===== src/rtl/rr_sel_arb_4ch.sv =====
// 4-channel round-robin arbiter that drives the select lines of a 4:1 mux.
// A per-channel hold limit stops one requester from starving the others.
module rr_sel_arb_4ch #(
  parameter int unsigned HOLD_MAX = 8
) (
  input  logic       clk,
  input  logic       rst_n,
  input  logic [3:0] req_i,
  input  logic       done_i,
  output logic [3:0] gnt_o,
  output logic       s0_o,
  output logic       s1_o,
  output logic       valid_o
);

  typedef enum logic {
    IDLE  = 1'b0,
    GRANT = 1'b1
  } state_e;

  localparam logic [7:0] HOLD_LAST = 8'(HOLD_MAX - 1);

  // Returns {found, index} for the first set mask bit, searching from ptr+1 and wrapping.
  function automatic logic [2:0] rr_pick(input logic [3:0] mask, input logic [1:0] ptr);
    logic [2:0] res;
    logic [1:0] idx;
    res = 3'b000;
    for (int k = 1; k <= 4; k++) begin
      idx = ptr + 2'(k);
      if (!res[2] && mask[idx]) begin
        res = {1'b1, idx};
      end else begin
        res = res;
      end
    end
    return res;
  endfunction

  state_e     state_q, state_d;
  logic [3:0] gnt_q, gnt_d;
  logic [1:0] sel_q, sel_d;
  logic       valid_q, valid_d;
  logic [1:0] ptr_q, ptr_d;
  logic [7:0] hold_q, hold_d;

  logic [3:0] others_s;
  logic [2:0] idle_win_s;
  logic [2:0] bb_win_s;
  logic       release_s;

  // The releasing channel is masked out of the back-to-back search.
  assign others_s   = req_i & ~gnt_q;
  assign idle_win_s = rr_pick(req_i, ptr_q);
  assign bb_win_s   = rr_pick(others_s, ptr_q);
  assign release_s  = done_i | ~|(req_i & gnt_q) | ((hold_q == HOLD_LAST) & |others_s);

  // Next-state and next-output logic.
  always_comb begin
    state_d = state_q;
    gnt_d   = gnt_q;
    sel_d   = sel_q;
    valid_d = valid_q;
    ptr_d   = ptr_q;
    hold_d  = hold_q;
    case (state_q)
      IDLE: begin
        if (idle_win_s[2]) begin
          state_d = GRANT;
          gnt_d   = 4'b0001 << idle_win_s[1:0];
          sel_d   = idle_win_s[1:0];
          valid_d = 1'b1;
          ptr_d   = idle_win_s[1:0];
          hold_d  = 8'd0;
        end else begin
          gnt_d   = 4'b0000;
          valid_d = 1'b0;
        end
      end
      GRANT: begin
        if (release_s) begin
          if (bb_win_s[2]) begin
            state_d = GRANT;
            gnt_d   = 4'b0001 << bb_win_s[1:0];
            sel_d   = bb_win_s[1:0];
            valid_d = 1'b1;
            ptr_d   = bb_win_s[1:0];
            hold_d  = 8'd0;
          end else begin
            state_d = IDLE;
            gnt_d   = 4'b0000;
            valid_d = 1'b0;
            hold_d  = 8'd0;
          end
        end else if (hold_q == HOLD_LAST) begin
          hold_d = hold_q;
        end else begin
          hold_d = hold_q + 8'd1;
        end
      end
      default: begin
        state_d = IDLE;
        gnt_d   = 4'b0000;
        valid_d = 1'b0;
        hold_d  = 8'd0;
      end
    endcase
  end

  // State and output registers; ptr resets to 3 so the first search starts at channel 0.
  always_ff @(posedge clk or negedge rst_n) begin
    if (!rst_n) begin
      state_q <= IDLE;
      gnt_q   <= 4'b0000;
      sel_q   <= 2'b00;
      valid_q <= 1'b0;
      ptr_q   <= 2'd3;
      hold_q  <= 8'd0;
    end else begin
      state_q <= state_d;
      gnt_q   <= gnt_d;
      sel_q   <= sel_d;
      valid_q <= valid_d;
      ptr_q   <= ptr_d;
      hold_q  <= hold_d;
    end
  end

  assign gnt_o   = gnt_q;
  assign s0_o    = sel_q[0];
  assign s1_o    = sel_q[1];
  assign valid_o = valid_q;

endmodule



===== config.mk =====
export PLATFORM = sky130hd
export DESIGN_NAME = rr_sel_arb_4ch
export DESIGN_NICKNAME = d
export VERILOG_FILES = /design/src/rtl/rr_sel_arb_4ch.sv
export SDC_FILE = /design/constraint.sdc
export NUM_CORES = 1
export LEC_CHECK = 0
export BUFFER_PORTS_ARGS = -buffer_cell sky130_fd_sc_hd__buf_2
export CAP_MARGIN = 25
export CORE_ASPECT_RATIO = 0.9
export CORE_MARGIN = 1
export CORE_UTILIZATION = 45
export DETAILED_ROUTE_END_ITERATION = 8
export PLACE_DENSITY_LB_ADDON = 0.3
export SLEW_MARGIN = 20
export SYNTH_ARGS = -nofsm -noshare
export SYNTH_HDL_FRONTEND = slang
export SYNTH_SLANG_ARGS = --single-unit
export TNS_END_PERCENT = 5

===== constraint.sdc =====
create_clock -name clk -period 2.67 [get_ports clk]
set_clock_uncertainty 0.15 [all_clocks]
set_input_delay 0.6675 -clock clk [delete_from_list [all_inputs] [get_ports clk]]
set_output_delay 0.6675 -clock clk [all_outputs]
set_load 0.1 [all_outputs]

==> results list <==
- Later-pin clock latency in the skew report: 290 ps
- For this run, the register share of the synthesized area comes to 0.397.
- Power density over cell area: 1150 mW/mm^2
- Clock period minus final worst setup slack: 2310 ps
- In this run the deepest clock path goes through 2 buffers.
* Number of inserted diodes: 0
- A synthesized cell averages 9.35 sq um.
* Area after DPL: 0.00123 sq mm
* Buffers inserted during post-CTS setup optimization: 0
* Longest individual stage delay on the worst path: 570 ps
- Ratio of cells with drive above 1 in the final layout: 0.203
- The floorplan step defined a core boundary enclosing 0.00228 sq mm.
- Hold Crit Class: in2async
- Global routing finished with a remaining overflow of 0.
* Crit path DAT: 2340 ps
- Fraction of post-synthesis cell area in the top cell type by area: 0.351
- Among all flip-flop cells after synthesis, the most frequent one is sky130_fd_sc_hd__dfrtp_1.
* Routed WL per cell: 15.4 um
- After clock tree synthesis, the repair step resized 0 gates.
- Die footprint: 0.00274 sq mm
- Dpl cells: 161
- Syn-to-layout area delta: 11.4%
* Number of max-cap violations: 0
- The via count of the first global-routing pass is 948.
- Worst vdd rail ir drop: 872 uV
- In this run the number of H-tree levels came out at 1.
- Actual transition at the worst max-transition pin: 568 ps
- The finished layout holds 165 standard cells, fillers aside.
- Entering global routing, the biggest net connects 19 pins.
* Flops & latches, synth: 18
- Clock tree synthesis inserted a total of 3 buffers.
* Sum of net half-perimeters after detailed placement: 1870 um
* Worst rel slew slack: 0.611
- Post-Synthesis Cell Area: 0.00114 sq mm
* Final routed wirelength across all metal layers: 2550 um
* Cells traversed along the worst timing path: buf_2, or4_1, nand2b_1, o21ai_0, or2_1, mux2_4
- The finished cells cover 0.00127 sq mm.
* Share of the cycle needed by the critical path after routing: 0.865
- Number of remaining DRC errors: 0
- Starting Density: 0.500
- After the first detailed-routing iteration, the DRC count stood at 46.
* GRT Total Usage: 0.219
- Buffers placed on the I/O ports in this run total 13.
- The largest individual stage delay along the critical path comes from the cell sky130_fd_sc_hd__or4_1.
- CP Launch Type: input pin
- Cts hold-fix bufs: 0
* Die Span X: 55.1 um
* TritonCTS clock tree: built
* Max Fclk: 433 MHz
* I/O pin total: 14
- Adding up every negative setup slack in the final design gives 0 ps.
- Most area-hungry cell type in the Yosys netlist: sky130_fd_sc_hd__dfrtp_1
- Fraction of registers with async set or reset after synthesis: 1.00
- The initialized floorplan defines 16 standard-cell rows.
- The tightest hold path in the finished design has a slack of 131 ps.
- The cell sitting at the root of the clock tree is a sky130_fd_sc_hd__clkbuf_4.
- Before antenna repair, the detailed router went through 4 iterations.
- The cell count after synthesis came out at 122.
- Number of pins with negative max-slew slack in the final report: 0
- Leakage power figure: 0.000545 uW
- Setup violations remaining at the end of the flow were counted as 0.
- STA puts the critical path data required time at 2700 ps.
- Wire length of the first global-routing pass: 4330 um
* Critical path endpoint category: flip-flop
- Most area-consuming cells after synthesis: sky130_fd_sc_hd__dfrtp_1 (35%), sky130_fd_sc_hd__nand2b_1 (5.5%), sky130_fd_sc_hd__dfstp_2 (4.6%)
* Total number of nets in the final design: 147
- Chip Height: 49.8 um
* Synthesis Warnings: 0
* Vias per std cell: 6.25
- The routed layout has 1031 vias.
* Overall power: 1460 uW
- Top fanout value on the critical path: 8
* EDFF count, synth: 0
* Post-Synthesis Net Count: 130
- Crit Path Class: in2reg
* Sinks on Clock Net: 18
- Final Hold Fails: 0
* Clock-pin slew reported for the worst setup and hold paths after clock tree synthesis: 100 ps
- Cell variety after synth: 48
- The congestion estimate from routability-driven global placement came to 0.904.
* Outcome: finished clean
- Unrepaired setup endpoints after global routing: false
- The count of nets left with antenna violations once routing finished came out at 0.
- Antenna violations before repair: 0
-- area by class of cell --
| type | count | area, sq um |
|---|---|---|
| clock buffers | 4 | 36.3 |
| fillers | 216 | 1010 |
| inverters | 3 | 11.3 |
| multi-input cells | 98 | 657 |
| flip-flops and latches | 18 | 453 |
| well taps | 27 | 33.8 |
| repair buffers | 15 | 80.1 |
-- kinds of logic (layout without fill, tap and decap cells) --
group	count (synthesis)	in the layout	share of synthesized area
simple gates	57	57	0.293
compound gates	32	32	0.196
flops	18	18	0.397
buf+inv	6	22	0.0274
xor+xnor	4	4	0.0307
mux	4	4	0.0450
fa+ha+maj	1	1	0.0110
-- registers in the layout (all words and copies together), names as in the netlist --
| signal | count |
|---|---|
| gnt_o | 4 |
| hold_q | 8 |
| ptr_q | 2 |
| sel_q | 2 |
| state_q | 1 |
| valid_o | 1 |
-- through the flow --
| stage | setup slack (ps) | util |
|---|---|---|
| after floorplan | 178 | - |
| after global placement | 106 | 0.541 |
| after detailed placement | 84.8 | 0.541 |
| after CTS | 395 | 0.557 |
| after global routing | 268 | 0.557 |
| final | 359 | 0.557 |
-- Yosys cell counts, drive strengths merged, types with 2 or more instances --
library cell,number
nand2,9
nor2b,4
nand2b,10
a21oi,6
a211oi,2
nand4,4
nand3,2
nor4,2
a21o,3
buf,2
a22oi,3
nand3b,2
dfstp,2
dfrtp,16
o21ai,6
mux2,3
or4,2
or3,2
a211o,2
nor3b,2
xor2,3
and3,2
nor2,11
inv,2
-- layout by cell type, fill, tap and decap left out, drive strengths merged, types with 3 or more instances in the layout --
cell,netlist,final
o21ai,6,6
xor2,3,3
buf,2,15
a22oi,3,3
nor2b,4,4
nand2b,10,10
nor2,11,11
mux2,3,3
clkbuf,1,4
nand4,4,4
a21oi,6,6
a21o,3,3
nand2,9,9
dfrtp,16,16
-- power breakdown --
part / switching (uW) / internal, uW / leakage, uW
registers: 101 / 361 / 0.000227
clock network: 82.2 / 83.1 / 0.0000210
logic: 584 / 251 / 0.000297
-- path summary, 6_finish.rpt --
check,startpoint,endpoint,slack (ps),cells after the start
setup / recovery,req_i[1],sel_q[0]$_DFFE_PN0P_,360,6
setup reg to reg,hold_q[3]$_DFFE_PN0P_,sel_q[0]$_DFFE_PN0P_,420,5
min in group clk,valid_o$_DFFE_PN0P_,valid_o$_DFFE_PN0P_,340,2
hold / removal,rst_n,gnt_o[0]$_DFFE_PN0P_,130,1
max in group asynchronous,rst_n,ptr_q[1]$_DFFE_PN1P_,1910,1
hold reg to reg,valid_o$_DFFE_PN0P_,valid_o$_DFFE_PN0P_,340,2
-- metal layers --
layer,GRT usage,vias up,routed length (um)
li1,-,492,-
met2,0.323,32,1190
met3,0.0679,0,152
met1,0.316,507,1200
met5,0,-,0
met4,0.0333,0,0
-- critical path: cells and delay by family --
family                 cells  cell delay (ps)
and+or+nand+nor            3             1060
muxes                      1              320
AOI/OAI and AO/OA          1              150
buffers and inverters      1              140
(Power assumes the default switching activity.)
